$ cat src/rtl/huff_pkg.sv
// Shared types and constants for the Huffman rank/sort stage.
// State encoding, widths and the non-zero popcount helper.
package huff_pkg;

  localparam int CNT_W  = 8;
  localparam int NSYM   = 6;
  localparam int SYM_W  = 3;
  localparam int PASS_W = 3;

  localparam logic [PASS_W-1:0] LAST_PASS = PASS_W'(NSYM - 1);

  typedef enum logic [1:0] {
    IDLE = 2'd0,
    SORT = 2'd1,
    DONE = 2'd2
  } state_t;

  function automatic logic [2:0] nz_count(
    input logic [NSYM*CNT_W-1:0] c
  );
    logic [2:0] n;
    n = '0;
    for (int i = 0; i < NSYM; i++)
      n = n + {2'b00, |c[i*CNT_W +: CNT_W]};
    return n;
  endfunction

endpackage

$ cat src/rtl/huff_cmp_swap.sv
// One compare-exchange cell: higher count first,
// ties broken by the lower symbol ID.
module huff_cmp_swap
  import huff_pkg::*;
(
  input  logic [SYM_W-1:0] a_sym,
  input  logic [CNT_W-1:0] a_cnt,
  input  logic [SYM_W-1:0] b_sym,
  input  logic [CNT_W-1:0] b_cnt,
  output logic [SYM_W-1:0] h_sym,
  output logic [CNT_W-1:0] h_cnt,
  output logic [SYM_W-1:0] l_sym,
  output logic [CNT_W-1:0] l_cnt
);

  logic swap;

  assign swap = (a_cnt < b_cnt) ||
                ((a_cnt == b_cnt) && (a_sym > b_sym));

  assign h_sym = swap ? b_sym : a_sym;
  assign h_cnt = swap ? b_cnt : a_cnt;
  assign l_sym = swap ? a_sym : b_sym;
  assign l_cnt = swap ? a_cnt : b_cnt;

endmodule

$ cat src/rtl/huff_sort.sv
// Captures six symbol counts on the counter's end edge and ranks
// them with a six-pass odd-even transposition sort.
module huff_sort
  import huff_pkg::*;
(
  input  logic             clk,
  input  logic             reset,
  input  logic             CNT_end,
  input  logic [CNT_W-1:0] CNT1,
  input  logic [CNT_W-1:0] CNT2,
  input  logic [CNT_W-1:0] CNT3,
  input  logic [CNT_W-1:0] CNT4,
  input  logic [CNT_W-1:0] CNT5,
  input  logic [CNT_W-1:0] CNT6,
  output logic [SYM_W-1:0] SYM1,
  output logic [SYM_W-1:0] SYM2,
  output logic [SYM_W-1:0] SYM3,
  output logic [SYM_W-1:0] SYM4,
  output logic [SYM_W-1:0] SYM5,
  output logic [SYM_W-1:0] SYM6,
  output logic [CNT_W-1:0] FRQ1,
  output logic [CNT_W-1:0] FRQ2,
  output logic [CNT_W-1:0] FRQ3,
  output logic [CNT_W-1:0] FRQ4,
  output logic [CNT_W-1:0] FRQ5,
  output logic [CNT_W-1:0] FRQ6,
  output logic [2:0]       sym_num,
  output logic             sort_done
);

  state_t            state;
  logic              cnt_end_q;
  logic [PASS_W-1:0] pass;
  logic [2:0]        nz_q;
  logic              odd;

  logic [CNT_W-1:0] cin   [NSYM];
  logic [SYM_W-1:0] w_sym [NSYM];
  logic [CNT_W-1:0] w_cnt [NSYM];
  logic [SYM_W-1:0] n_sym [NSYM];
  logic [CNT_W-1:0] n_cnt [NSYM];
  logic [SYM_W-1:0] o_sym [NSYM];
  logic [CNT_W-1:0] o_cnt [NSYM];

  logic [SYM_W-1:0] a_sym [3];
  logic [CNT_W-1:0] a_cnt [3];
  logic [SYM_W-1:0] b_sym [3];
  logic [CNT_W-1:0] b_cnt [3];
  logic [SYM_W-1:0] h_sym [3];
  logic [CNT_W-1:0] h_cnt [3];
  logic [SYM_W-1:0] l_sym [3];
  logic [CNT_W-1:0] l_cnt [3];

  assign cin[0] = CNT1;
  assign cin[1] = CNT2;
  assign cin[2] = CNT3;
  assign cin[3] = CNT4;
  assign cin[4] = CNT5;
  assign cin[5] = CNT6;

  assign odd = pass[0];

  // Cell 2 only matters on even passes; on odd passes 0 and 5 sit out.
  always_comb begin
    a_sym[0] = odd ? w_sym[1] : w_sym[0];
    a_cnt[0] = odd ? w_cnt[1] : w_cnt[0];
    b_sym[0] = odd ? w_sym[2] : w_sym[1];
    b_cnt[0] = odd ? w_cnt[2] : w_cnt[1];
    a_sym[1] = odd ? w_sym[3] : w_sym[2];
    a_cnt[1] = odd ? w_cnt[3] : w_cnt[2];
    b_sym[1] = odd ? w_sym[4] : w_sym[3];
    b_cnt[1] = odd ? w_cnt[4] : w_cnt[3];
    a_sym[2] = w_sym[4];
    a_cnt[2] = w_cnt[4];
    b_sym[2] = w_sym[5];
    b_cnt[2] = w_cnt[5];
  end

  for (genvar g = 0; g < 3; g++) begin : g_cs
    huff_cmp_swap u_cs (
      .a_sym (a_sym[g]),
      .a_cnt (a_cnt[g]),
      .b_sym (b_sym[g]),
      .b_cnt (b_cnt[g]),
      .h_sym (h_sym[g]),
      .h_cnt (h_cnt[g]),
      .l_sym (l_sym[g]),
      .l_cnt (l_cnt[g])
    );
  end

  always_comb begin
    for (int i = 0; i < NSYM; i++) begin
      n_sym[i] = w_sym[i];
      n_cnt[i] = w_cnt[i];
    end
    if (odd) begin
      n_sym[1] = h_sym[0]; n_cnt[1] = h_cnt[0];
      n_sym[2] = l_sym[0]; n_cnt[2] = l_cnt[0];
      n_sym[3] = h_sym[1]; n_cnt[3] = h_cnt[1];
      n_sym[4] = l_sym[1]; n_cnt[4] = l_cnt[1];
    end else begin
      n_sym[0] = h_sym[0]; n_cnt[0] = h_cnt[0];
      n_sym[1] = l_sym[0]; n_cnt[1] = l_cnt[0];
      n_sym[2] = h_sym[1]; n_cnt[2] = h_cnt[1];
      n_sym[3] = l_sym[1]; n_cnt[3] = l_cnt[1];
      n_sym[4] = h_sym[2]; n_cnt[4] = h_cnt[2];
      n_sym[5] = l_sym[2]; n_cnt[5] = l_cnt[2];
    end
  end

  always_ff @(posedge clk or negedge reset) begin
    if (!reset) begin
      state     <= IDLE;
      cnt_end_q <= 1'b0;
      pass      <= '0;
      nz_q      <= '0;
      sym_num   <= '0;
      sort_done <= 1'b0;
      for (int i = 0; i < NSYM; i++) begin
        w_sym[i] <= '0;
        w_cnt[i] <= '0;
        o_sym[i] <= '0;
        o_cnt[i] <= '0;
      end
    end else begin
      cnt_end_q <= CNT_end;
      case (state)
        IDLE: begin
          if (CNT_end && !cnt_end_q) begin
            for (int i = 0; i < NSYM; i++) begin
              w_sym[i] <= SYM_W'(i + 1);
              w_cnt[i] <= cin[i];
            end
            nz_q  <= nz_count({CNT6, CNT5, CNT4,
                               CNT3, CNT2, CNT1});
            pass  <= '0;
            state <= SORT;
          end
        end
        SORT: begin
          for (int i = 0; i < NSYM; i++) begin
            w_sym[i] <= n_sym[i];
            w_cnt[i] <= n_cnt[i];
          end
          if (pass == LAST_PASS) begin
            for (int i = 0; i < NSYM; i++) begin
              o_sym[i] <= n_sym[i];
              o_cnt[i] <= n_cnt[i];
            end
            sym_num   <= nz_q;
            sort_done <= 1'b1;
            state     <= DONE;
          end else begin
            pass <= pass + 1'b1;
          end
        end
        DONE: ;
        default: state <= IDLE;
      endcase
    end
  end

  assign SYM1 = o_sym[0];
  assign SYM2 = o_sym[1];
  assign SYM3 = o_sym[2];
  assign SYM4 = o_sym[3];
  assign SYM5 = o_sym[4];
  assign SYM6 = o_sym[5];
  assign FRQ1 = o_cnt[0];
  assign FRQ2 = o_cnt[1];
  assign FRQ3 = o_cnt[2];
  assign FRQ4 = o_cnt[3];
  assign FRQ5 = o_cnt[4];
  assign FRQ6 = o_cnt[5];

endmodule
$ cat config.mk
export PLATFORM = sky130hd
export DESIGN_NAME = huff_sort
export DESIGN_NICKNAME = d
export VERILOG_FILES = /design/src/rtl/huff_pkg.sv /design/src/rtl/huff_cmp_swap.sv /design/src/rtl/huff_sort.sv
export SDC_FILE = /design/constraint.sdc
export NUM_CORES = 1
export LEC_CHECK = 0
export BUFFER_PORTS_ARGS = -buffer_cell sky130_fd_sc_hd__buf_2
export CAP_MARGIN = 20
export CORE_UTILIZATION = 58
export CTS_CLUSTER_DIAMETER = 200
export DETAILED_ROUTE_END_ITERATION = 8
export MAX_ROUTING_LAYER = met4
export PLACE_DENSITY = 0.84
export SYNTH_ARGS = -nofsm -noshare
export SYNTH_HDL_FRONTEND = slang
export SYNTH_SLANG_ARGS = --single-unit
$ cat constraint.sdc
create_clock -name clk -period 4.2 [get_ports clk]
set_input_delay 0.42 -clock clk [delete_from_list [all_inputs] [get_ports clk]]
set_output_delay 0.42 -clock clk [all_outputs]
set_load 0.02 [all_outputs]
==> flow_summary.json <==
{
  "die_area_mm2": 0.0156,
  "rows": 44,
  "crit_buf_inv": 2,
  "fill_cells": 1146,
  "drive_gt1_share_pct": 21.9,
  "io_buffer_count": 120,
  "outcome": "finished with violations",
  "cpMaxStageDelayCell": "o311ai_4",
  "cts_tree": "done",
  "cts-root-buf": "clkbuf_16",
  "synth_top_area_share_pct": 41.4,
  "antenna_left": 0,
  "hold_violations": 27,
  "start_util_pct": 59.8,
  "grt_use_total_pct": 36.5,
  "yosysTopAreaCell": "dfrtp_1",
  "critPathTopFamily": "compound AO/OA/AOI/OAI gates",
  "worstPathArrival_ns": 3.92,
  "violations": "DRC, hold timing",
  "grt_antenna_before_repair": 0,
  "h-tree-depth": 4,
  "setup_viol_count_final": 0,
  "hold_class": "in -> async",
  "final_max_slew_viol_count": 0,
  "critPathMaxFanout": 19,
  "post_drt_wl_per_cell_um": 21.8,
  "drt_pass1_iterations": 9,
  "crit_path_max_incr_delay_ns": 0.87,
  "synthFlopType": "dfrtp_1",
  "diodes": 0,
  "drt_wl_total_mm": 26.9,
  "areaGrowthSynthToFinish_pct": 16.4,
  "synth_edf_count": 0,
  "hpwlAfterDp_mm": 18.7,
  "cts_buffer_depth": 2,
  "grt_pass1_wl_mm": 42.8,
  "ys_ff_latch": 145,
  "hold_ws_ns": -0.0305,
  "cts_setup_buffers": 0,
  "cts_hold_buffers": 0,
  "fin_nets": 1131,
  "post_cts_resized": 0,
  "syn_inst": 944,
  "die_h_um": 125,
  "avgSynthCellArea_um2": 9.28,
  "synthDistinctLibCells": 54,
  "tns_ns": 0,
  "die_w_um": 125,
  "grt_pass1_vias": 7899,
  "drc": 14,
  "crit_top_cell": "o21a_1",
  "critPathKind": "reg -> reg",
  "synth_area_mm2": 0.00876,
  "startpoint_type": "register",
  "synth_commonest_cells": "nand2_1, dfrtp_1, mux2i_1, inv_1, o21ai_0",
  "synthArstFlopShare_pct": 100,
  "clk_pin_slew_ns": 0.06,
  "period_needed_ns": 3.66,
  "place_congestion": 0.949,
  "slew_headroom_pct": 28.4,
  "vias_per_cell": 6.68,
  "synthesis.nets": 1034,
  "vias": 8259,
  "cts_made_buffers": 17,
  "cap_viol_max_count": 0,
  "tightest_slew_ns": 1.07,
  "clock_latency_ns": 0.43,
  "critPathRequiredTime_ns": 4.45,
  "coreArea_mm2": 0.0146,
  "grt_setup_unrepaired": "no",
  "pin_count": 121,
  "grt_max_degree": 65,
  "netlist_top_cells_area": "dfrtp_1, mux2i_1, nand2_1",
  "cts.sinks": 145,
  "path_cells": "inv_1 > o21ai_0 > ha_1 > nor2b_1 > o21a_1 > o21a_1 > o311ai_4 > buf_4 > mux2i_1 > o221ai_1",
  "fin_crit_sh_pct": 87.2,
  "grt_overflow": 0,
  "drt_iter0_markers": 1034,
  "fmax_mhz": 273,
  "ys.warnings.count": 0,
  "fin_worst_skew_ns": 0.00724,
  "synth_most_common_cell": "nand2_1",
  "end_kind": "register",
  "yosysSeqAreaShare_pct": 41.4
}
==> cells by family (layout without fill, tap and decap cells) <==
group / Yosys count / after routing / synth area share, %
adder cells (fa/ha/maj): 39 / 39 / 5.83
AO/OA/AOI/OAI: 241 / 241 / 20.0
AND/OR/NAND/NOR: 308 / 308 / 16.3
multiplexers: 91 / 91 / 10.6
buffers and inverters: 120 / 228 / 5.79
flip-flops: 145 / 145 / 41.4
==> per-stage QoR <==
step / cells / area, µm² / worst slack [ns] / utilization, %
6_report: 1236 / 10200 / 0.536 / 69.6
4_1_cts: 1236 / 10200 / 0.618 / 69.6
2_1_floorplan: 944 / 8760 / 0.952 / -
3_3_place_gp: 1206 / 9530 / 0.751 / 65.1
5_1_grt: 1236 / 10200 / 0.388 / 69.6
3_5_place_dp: 1206 / 9530 / 0.638 / 65.1
==> worst reg2reg max path, cell delays in order (launching register included) <==
cell and delay [ns]:
dfrtp_2 0.43, inv_1 0.31, o21ai_0 0.20, ha_1 0.33, nor2b_1 0.13, o21a_1 0.16, o21a_1 0.19, o311ai_4 0.87
buf_4 0.33, mux2i_1 0.36, o221ai_1 0.17
==> cell usage in the layout (no fill, tap or decap), drive strengths merged, types with 3 or more instances in the layout <==
| cell type | instances |
|---|---|
| clkinv | 4 |
| o22ai | 18 |
| dfrtp | 145 |
| mux2i | 74 |
| o31ai | 9 |
| a221o | 4 |
| o21ai | 61 |
| a221oi | 16 |
| or4 | 4 |
| nor2b | 8 |
| nor3 | 14 |
| a21o | 6 |
| a31o | 17 |
| bufinv | 6 |
| nand4 | 5 |
| o21a | 5 |
| a211oi | 13 |
| inv | 53 |
| nor2 | 41 |
| a222oi | 9 |
| and3 | 17 |
| and2 | 11 |
| nor4 | 23 |
| o211ai | 6 |
| buf | 145 |
| mux2 | 17 |
| ha | 36 |
| nand3 | 29 |
| o221ai | 21 |
| a31oi | 13 |
| clkbuf | 20 |
| a21oi | 31 |
| nand2 | 149 |
| fa | 3 |
==> path summary, 6_finish.rpt <==
path	from	end	slack (ns)	cells past startpoint
setup / recovery	pass[0]	FRQ5[4]	0.54	10
min in group clk	CNT_end	cnt_end_q	0.13	1
hold reg to reg	sort_done	sort_done	0.47	1
hold / removal	reset	SYM6[1]	-0.03	1
max in group asynchronous	reset	w_cnt[34]	3.24	2
setup reg to reg	pass[0]	FRQ5[4]	0.54	10
==> cell type report <==
type	count	area [µm²]	area share [%]
clock buffers	20	457	4.48
clock inverters	10	208	2.04
inverters	53	199	1.95
multi-input cells	679	4650	45.6
flip-flops and latches	145	3630	35.6
well taps	184	230	2.26
repair buffers	145	820	8.04
==> flip-flops by register name, summed over array words and instances (netlist names), 8 cells and up <==
register / count
FRQ6: 8
FRQ4: 8
w_cnt: 32
a_cnt: 8
b_cnt: 8
FRQ2: 8
FRQ1: 8
FRQ5: 8
w_sym: 12
FRQ3: 8
==> per-layer routing <==
layer,global-route usage (%),vias to the layer above,part of all wire [%]
met5,-,-,0
met4,15.4,0,3.8
met3,6.66,91,9.2
met2,54.6,520,46
met1,48.8,3987,41
li1,-,3661,-
Power is not shown: default switching activity piles up to over one toggle a cycle in this logic, so the estimate is an artifact.
